`config.mk`:
```
export PLATFORM = sky130hd
export DESIGN_NAME = uart_rx_cfg
export DESIGN_NICKNAME = d
export VERILOG_FILES = /design/src/rtl/uart_pkg.sv /design/src/rtl/uart_baud_tick.sv /design/src/rtl/uart_rx_cfg.sv
export SDC_FILE = /design/constraint.sdc
export NUM_CORES = 1
export LEC_CHECK = 0
export ABC_AREA = 1
export CAP_MARGIN = 15
export CORE_AREA = 2 2 85 87
export DETAILED_ROUTE_END_ITERATION = 12
export DIE_AREA = 0 0 87 89
export PLACE_DENSITY_LB_ADDON = 0.12
export RECOVER_POWER = 25
export SLEW_MARGIN = 0
export SYNTH_ARGS = -nofsm -noshare
export SYNTH_HDL_FRONTEND = slang
export SYNTH_HIERARCHICAL = 1
export SYNTH_SLANG_ARGS = --single-unit
export TNS_END_PERCENT = 100
```
`constraint.sdc`:
```
create_clock -name i_SysClock -period 2.4 [get_ports i_SysClock]
set_input_delay 0.24 -clock i_SysClock [delete_from_list [all_inputs] [get_ports i_SysClock]]
set_output_delay 0.24 -clock i_SysClock [all_outputs]
set_load 0.02 [all_outputs]
```
`src/rtl/uart_pkg.sv`:
```
// Shared UART definitions: parity modes, receiver state encoding, baud divider helper.
package uart_pkg;

    localparam int PARITY_NONE = 0;
    localparam int PARITY_ODD  = 1;
    localparam int PARITY_EVEN = 2;

    typedef enum logic [2:0] {
        ST_IDLE,
        ST_START,
        ST_DATA,
        ST_PARITY,
        ST_STOP,
        ST_BRK_WAIT
    } rx_state_e;

    function automatic int uart_div(input int sys_clk, input int baud, input int os);
        return sys_clk / (baud * os);
    endfunction

endpackage

```
`src/rtl/uart_baud_tick.sv`:
```
// Oversample tick generator: counts 0..DIV-1 and pulses at DIV-1; i_Clear restarts the count.
module uart_baud_tick #(
    parameter int DIV = 27
) (
    input  logic i_SysClock,
    input  logic i_ResetN,
    input  logic i_Clear,
    output logic o_Tick
);

    localparam int CW = (DIV > 1) ? $clog2(DIV) : 1;
    localparam logic [CW-1:0] CNT_LAST = CW'(DIV - 1);

    logic [CW-1:0] cnt_q, cnt_d;

    // NOTE: every signal written here gets a default first, so no path leaves it unassigned (no latch).
    always_comb begin
        cnt_d = cnt_q + 1'b1;
        if (i_Clear || cnt_q == CNT_LAST) begin
            cnt_d = '0;
        end
    end

    // NOTE: state registers use non-blocking assignments so all flops update together at the edge.
    always_ff @(posedge i_SysClock) begin
        if (!i_ResetN) begin
            cnt_q <= '0;
        end else begin
            cnt_q <= cnt_d;
        end
    end

    assign o_Tick = (cnt_q == CNT_LAST);

endmodule

```
`src/rtl/uart_rx_cfg.sv`:
```
// Configurable UART receiver: oversampled majority-vote bit recovery, parity/frame/break/overrun
// reporting, and a one-entry valid/ready holding register.
module uart_rx_cfg
    import uart_pkg::*;
#(
    parameter int SYS_CLOCK     = 50000000,
    parameter int UART_BAUDRATE = 115200,
    parameter int OVERSAMPLE    = 16,
    parameter int DATA_BITS     = 8,
    parameter int PARITY_MODE   = PARITY_NONE,
    parameter int STOP_BITS     = 1
) (
    input  logic                 i_SysClock,
    input  logic                 i_ResetN,
    input  logic                 i_RxSerial,
    output logic [DATA_BITS-1:0] o_RxData,
    output logic                 o_RxValid,
    input  logic                 i_RxReady,
    output logic                 o_ParityErr,
    output logic                 o_FrameErr,
    output logic                 o_Overrun,
    output logic                 o_Break,
    output logic                 o_RxBusy
);

    localparam int DIV  = uart_div(SYS_CLOCK, UART_BAUDRATE, OVERSAMPLE);
    localparam int OS_W = $clog2(OVERSAMPLE);
    localparam logic [OS_W-1:0] IDX_S0   = OS_W'(OVERSAMPLE / 2 - 1);
    localparam logic [OS_W-1:0] IDX_S1   = OS_W'(OVERSAMPLE / 2);
    localparam logic [OS_W-1:0] IDX_S2   = OS_W'(OVERSAMPLE / 2 + 1);
    localparam logic [OS_W-1:0] IDX_LAST = OS_W'(OVERSAMPLE - 1);
    localparam logic [3:0]      DATA_LAST = 4'(DATA_BITS - 1);
    localparam logic [3:0]      STOP_LAST = 4'(STOP_BITS - 1);

    if (DIV < 2) begin : g_bad_div
        $error("uart_rx_cfg: baud divider must be at least 2");
    end
    if (OVERSAMPLE < 8 || OVERSAMPLE % 2 != 0 || DATA_BITS < 5 || DATA_BITS > 9 ||
        PARITY_MODE < PARITY_NONE || PARITY_MODE > PARITY_EVEN ||
        (STOP_BITS != 1 && STOP_BITS != 2)) begin : g_bad_fmt
        $error("uart_rx_cfg: unsupported frame format");
    end

    rx_state_e            state_q, state_d;
    logic                 sync1_q, sync2_q, prev_q;
    logic [1:0]           flush_q;
    logic [OS_W-1:0]      os_idx_q, os_idx_d;
    logic [3:0]           bit_cnt_q, bit_cnt_d;
    logic [DATA_BITS-1:0] shreg_q, shreg_d;
    logic                 s0_q, s0_d, s1_q, s1_d;
    logic                 zero_q, zero_d, perr_acc_q, perr_acc_d, ferr_acc_q, ferr_acc_d;
    logic [DATA_BITS-1:0] hold_data_q, hold_data_d;
    logic                 hold_perr_q, hold_perr_d, hold_ferr_q, hold_ferr_d;
    logic                 valid_q, valid_d, overrun_q, overrun_d, break_q, break_d;
    logic                 tick, div_clear, complete, handshake;
    logic                 rx, maj, fall, mid, bit_end, exp_par, ferr_new;

    uart_baud_tick #(.DIV(DIV)) u_baud_tick (
        .i_SysClock (i_SysClock),
        .i_ResetN   (i_ResetN),
        .i_Clear    (div_clear),
        .o_Tick     (tick)
    );

    assign rx        = sync2_q;
    assign fall      = prev_q & ~rx;
    assign maj       = (s0_q & s1_q) | (s0_q & rx) | (s1_q & rx);
    assign mid       = tick && (os_idx_q == IDX_S2);
    assign bit_end   = tick && (os_idx_q == IDX_LAST);
    assign exp_par   = (PARITY_MODE == PARITY_ODD) ? ~(^shreg_q) : ^shreg_q;
    assign ferr_new  = ferr_acc_q | ~maj;
    assign handshake = valid_q & i_RxReady;

    always_comb begin
        state_d     = state_q;
        os_idx_d    = os_idx_q;
        bit_cnt_d   = bit_cnt_q;
        shreg_d     = shreg_q;
        s0_d        = s0_q;
        s1_d        = s1_q;
        zero_d      = zero_q;
        perr_acc_d  = perr_acc_q;
        ferr_acc_d  = ferr_acc_q;
        hold_data_d = hold_data_q;
        hold_perr_d = hold_perr_q;
        hold_ferr_d = hold_ferr_q;
        valid_d     = valid_q;
        overrun_d   = 1'b0;
        break_d     = 1'b0;
        div_clear   = 1'b0;
        complete    = 1'b0;

        if (tick && state_q != ST_IDLE && state_q != ST_BRK_WAIT) begin
            os_idx_d = (os_idx_q == IDX_LAST) ? '0 : os_idx_q + 1'b1;
            if (os_idx_q == IDX_S0) s0_d = rx;
            if (os_idx_q == IDX_S1) s1_d = rx;
        end

        case (state_q)
            ST_IDLE: if (fall) begin
                state_d   = ST_START;
                os_idx_d  = '0;
                div_clear = 1'b1;
            end
            ST_START: begin
                if (mid && maj) begin
                    state_d = ST_IDLE;
                end else if (bit_end) begin
                    state_d    = ST_DATA;
                    bit_cnt_d  = '0;
                    zero_d     = 1'b1;
                    perr_acc_d = 1'b0;
                    ferr_acc_d = 1'b0;
                end
            end
            ST_DATA: begin
                if (mid) begin
                    shreg_d = {maj, shreg_q[DATA_BITS-1:1]};
                    zero_d  = zero_q & ~maj;
                end else if (bit_end) begin
                    bit_cnt_d = bit_cnt_q + 4'd1;
                    if (bit_cnt_q == DATA_LAST) begin
                        state_d   = (PARITY_MODE != PARITY_NONE) ? ST_PARITY : ST_STOP;
                        bit_cnt_d = '0;
                    end
                end
            end
            ST_PARITY: begin
                if (mid) begin
                    perr_acc_d = (maj != exp_par);
                    zero_d     = zero_q & ~maj;
                end else if (bit_end) begin
                    state_d = ST_STOP;
                end
            end
            ST_STOP: begin
                if (mid) begin
                    if (bit_cnt_q == 4'd0 && zero_q && !maj) begin
                        break_d  = 1'b1;
                        state_d  = ST_BRK_WAIT;
                        os_idx_d = '0;
                    end else if (bit_cnt_q == STOP_LAST) begin
                        complete = 1'b1;
                        state_d  = ST_IDLE;
                    end else begin
                        ferr_acc_d = ferr_new;
                    end
                end else if (bit_end) begin
                    bit_cnt_d = bit_cnt_q + 4'd1;
                end
            end
            // Line must stay high for a whole bit time before a new start edge is honoured.
            ST_BRK_WAIT: if (tick) begin
                if (!rx) begin
                    os_idx_d = '0;
                end else if (os_idx_q == IDX_LAST) begin
                    state_d  = ST_IDLE;
                    os_idx_d = '0;
                end else begin
                    os_idx_d = os_idx_q + 1'b1;
                end
            end
            default: state_d = ST_IDLE;
        endcase

        if (complete) begin
            if (!valid_q || handshake) begin
                hold_data_d = shreg_q;
                hold_perr_d = perr_acc_q;
                hold_ferr_d = ferr_new;
                valid_d     = 1'b1;
            end else begin
                overrun_d = 1'b1;
            end
        end else if (handshake) begin
            valid_d = 1'b0;
        end
    end

    always_ff @(posedge i_SysClock) begin
        if (!i_ResetN) begin
            state_q     <= ST_IDLE;
            sync1_q     <= 1'b1;
            sync2_q     <= 1'b1;
            prev_q      <= 1'b0;
            flush_q     <= '0;
            os_idx_q    <= '0;
            bit_cnt_q   <= '0;
            shreg_q     <= '0;
            s0_q        <= 1'b0;
            s1_q        <= 1'b0;
            zero_q      <= 1'b0;
            perr_acc_q  <= 1'b0;
            ferr_acc_q  <= 1'b0;
            hold_data_q <= '0;
            hold_perr_q <= 1'b0;
            hold_ferr_q <= 1'b0;
            valid_q     <= 1'b0;
            overrun_q   <= 1'b0;
            break_q     <= 1'b0;
        end else begin
            state_q     <= state_d;
            sync1_q     <= i_RxSerial;
            sync2_q     <= sync1_q;
            // Edge history only tracks the line once the synchroniser holds real samples,
            // so a line that is low when reset releases is not mistaken for a start edge.
            prev_q      <= flush_q[1] ? sync2_q : 1'b0;
            flush_q     <= {flush_q[0], 1'b1};
            os_idx_q    <= os_idx_d;
            bit_cnt_q   <= bit_cnt_d;
            shreg_q     <= shreg_d;
            s0_q        <= s0_d;
            s1_q        <= s1_d;
            zero_q      <= zero_d;
            perr_acc_q  <= perr_acc_d;
            ferr_acc_q  <= ferr_acc_d;
            hold_data_q <= hold_data_d;
            hold_perr_q <= hold_perr_d;
            hold_ferr_q <= hold_ferr_d;
            valid_q     <= valid_d;
            overrun_q   <= overrun_d;
            break_q     <= break_d;
        end
    end

    assign o_RxData    = hold_data_q;
    assign o_RxValid   = valid_q;
    assign o_ParityErr = hold_perr_q;
    assign o_FrameErr  = hold_ferr_q;
    assign o_Overrun   = overrun_q;
    assign o_Break     = break_q;
    assign o_RxBusy    = (state_q != ST_IDLE);

endmodule

```
==> impl_results.md <==
- Synth cell types: 35
- Total negative slack: 0 ns
- FILL cells: 682
- Net Switching: 0.0005519 W
- Yosys top cell area share: 37.49%
- Final setup vio count: 0
- Layout cells sized above 1: 13.87%
- P_leak: 1.300 nW
- Routed len/inst: 11.71 um
- Pwr Density: 655.4 nW/um^2
- Layout area overhead: 15.35%
- Clk slew on worst S/H paths: 0.10 ns
- Max-slew violations: 0
- Startpoint types: flip-flop
- Number of I/O pins: 18
- Post-Place Worst Slack: 0.4946 ns
- Port Buffers: 17
- Final worst path period share: 86.10%
- Post-CTS Setup Bufs: 0
- Die Y: 89 um
- Max incr delay on CP: 0.62 ns
- Starting density of the core: 37.36%
- Slowest-stage cell, CP: clkdlybuf4s50_1
- Remaining DRCs: 0
- HPWL Detailed: 3968 um
- CTS tree: built
- Relative slew slack: 24.79%
- Internal power: 0.001346 W
- CTS root buf: clkbuf_8
- PnR worst setup slack: 0.3336 ns
- Drt via density: 4.699
- Max Clock Skew: 0.008081 ns
- Synth area leaders: dfxtp_1 (37%), nand2_1 (15%), inv_1 (6.6%)
- First-pass detailed-route iteration total: 4
- Initial DRC count: 83
- Sequential share of power: 44.0%
- Hold depth: 2
- Critical path start-end classification: flip-flop to output pin
- Footprint of the multi-input gates: 1334 sq um
- Comb pwr share: 18.0%
- Routability congestion estimate from global placement: 0.8008
- First-pass GRT wire length: 9259 um
- R2r setup slk: 0.43 ns
- Critical Path Most Common Cell: inv_2
- Worst slew pin tran: 1.128 ns
- Yosys top cell by area: dfxtp_1
- Post-CTS Resized: 0
- Flops & latches, synth: 47
- Reg area: 940.9 sq um
- Vias in the first global route: 1,997
- HP Class: flip-flop to flip-flop
- Synth Net Count: 372
- Crit path time final: 2.066 ns
- DIE AREA: 7743 sq um
- Final nets: 392
- Initial antenna violation count: 0
- Worst EP arrival: 1.83 ns
- Worst Hold Launch: flush_q[0]$_DFF_P_
- Post-layout util: 43.09%
- Max cap viols: 0
- Final ANT Viol Nets: 0
- Top delay family on crit path: buffers and inverters
- Synth Cell Area: 2510 sq um
- Clk buf depth: 2
- H-tree depth: 2
- Achievable Freq: 0.4839 GHz
- Sw Share: 29.08%
- TritonCTS Buffers: 5
- Latest clock arrival within the worst-skew pair: 0.31 ns
- DRT Wirelength: 5408 um
- Post-CTS Hold Fix Bufs: 0
- CP Data Required Time: 2.16 ns
- FF-to-FF path depth: 10
- Antenna cell count: 0
- Largest net degree at the start of global routing: 25
- Sequential share of the synthesized area: 37.49%
- EDFF count, synth: 0
- Worst Path Max Fanout: 6
- Maximum vdd drop: 0.2376 mV
- Chip width: 87 um
- Unrepaired setup endpoints after global routing: no
- RR Startpoint: u_baud_tick/cnt_q[0]$_SDFF_PP0_
- Rows: 30
- WHS Endpoint: flush_q[1]$_SDFF_PN0_
- Worst-path cell chain: inv_2 -> nand2_1 -> nor2_2 -> inv_2 -> clkdlybuf4s50_1
- Core ar.: 6719 sq um
- TritonCTS Sinks: 47
- Hold Vio Cnt, Final: 0
- Critical path buffers and inverters: 3
- Global Route Usage Sum: 15.12%
- Aggregate global routing overflow: 0
- Most common cell after layout, fill and taps aside: nand2_1
- Most frequent cells in the layout: nand2_1 (98), dfxtp_1 (47), inv_1 (44)
- Avg Inst Size Synth: 6.953 sq um
- Clock power frac: 38.0%
- Top_reg_cell synth: dfxtp_1
- Endpoint of the worst-slack reg-to-reg timing path: o_RxData[4]$_SDFFE_PN0P_
- Ys Warns: 6
- Status: complete, no violations
- Crit. End Element: output pin
- Post-synth ARST share: 0%
- Vias: 2,171
- Syn Inst Count: 361
## metrics by stage
| stage | cells | hold slack (ns) | total power, W | area [sq um] |
|---|---|---|---|---|
| 6_report | 462 | 0.4166 | 0.001898 | 2895 |
| 5_1_grt | 462 | 0.4410 | 0.001998 | 2895 |
| 4_1_cts | 462 | 0.4195 | 0.001923 | 2899 |
| 3_5_place_dp | 454 | 0.3954 | 0.001193 | 2759 |
| 3_3_place_gp | 454 | 0.3917 | 0.001196 | 2759 |
| 2_1_floorplan | 361 | 0.2677 | 0.001109 | 2510 |
## tightest hold or removal path, cell delays in order, from the launching register on
cell and delay [ns]:
dfxtp_1 0.31, nand2_1 0.04, inv_1 0.04
## worst max-delay path by stage
| stage | from | endpoint | slack (ns) | cells after the start |
|---|---|---|---|---|
| 2_1_floorplan | u_baud_tick/cnt_q[0]$_SDFF_PP0_ | os_idx_q[0]$_SDFF_PN0_ | 0.63 | 13 |
| 4_1_cts | state_q[1]$_SDFFE_PN0P_ | o_RxBusy | 0.34 | 5 |
| 5_1_grt | u_baud_tick/cnt_q[0]$_SDFF_PP0_ | state_q[2]$_SDFFE_PN0P_ | 0.22 | 12 |
| 3_5_place_dp | u_baud_tick/cnt_q[0]$_SDFF_PP0_ | state_q[2]$_SDFFE_PN0P_ | 0.49 | 12 |
| 3_3_place_gp | u_baud_tick/cnt_q[0]$_SDFF_PP0_ | shreg_q[5]$_SDFFE_PN0P_ | 0.55 | 10 |
| 6_report | state_q[1]$_SDFFE_PN0P_ | o_RxBusy | 0.33 | 5 |
## synthesized netlist by cell type (all sizes together), types with 4 or more instances
library cell	count
a211oi	4
a21oi	22
buf	4
dfxtp	47
ha	7
inv	53
nand2	105
nand3	24
nand4	5
nor2	42
nor3	9
o21ai	26
## metal layers
metal / part of all wire [%] / vias up / global-route usage (%)
li1: - / 1188 / -
met1: 50 / 957 / 19.77
met3: 2.6 / 4 / 3.324
met4: 0.78 / 0 / 3.835
met5: 0 / - / 0
met2: 46 / 22 / 25.40
## logic make-up (layout without fill, tap and decap cells)
logic type	after synthesis	in the layout	synth area share, %
buffers and inverters	59	80	9.372
adders and majority gates	7	7	3.489
and+or+nand+nor	191	191	36.54
xor gates and xnor gates	2	2	0.6980
AOI/OAI and AO/OA	55	55	12.41
DFF	47	47	37.49
## power by group through the flow
stage / logic, W / clock network [W] / registers [W]
after floorplan: 0.000263 / 0 / 0.000846
after global placement: 0.000344 / 0 / 0.000852
after detailed placement: 0.000341 / 0 / 0.000852
after CTS: 0.000344 / 0.000744 / 0.000835
after global routing: 0.000389 / 0.000771 / 0.000837
final: 0.000341 / 0.000722 / 0.000835
## state kept, by name, summed over array words and instances (netlist names)
| signal | cells |
|---|---|
| o_RxData | 8 |
| os_idx_q | 4 |
| o_FrameErr | 1 |
| u_baud_tick/cnt_q | 5 |
| perr_acc_q | 1 |
| bit_cnt_q | 4 |
| o_Overrun | 1 |
| state_q | 3 |
| ferr_acc_q | 1 |
| shreg_q | 8 |
| sync1_q | 1 |
| rx | 1 |
| prev_q | 1 |
| flush_q | 2 |
| s1_q | 1 |
| o_ParityErr | 1 |
| s0_q | 1 |
| o_Break | 1 |
| o_RxValid | 1 |
| zero_q | 1 |
## final cells by class
cell class / instances / share of cell area, %
Multi-Input combinational cell: 255 / 46.07
Sequential cell: 47 / 32.50
Inverter: 53 / 6.871
Timing Repair Buffer: 19 / 6.266
Tap cell: 80 / 3.457
Clock inverter: 3 / 2.463
Clock buffer: 5 / 2.377
(Power assumes the default switching activity.)
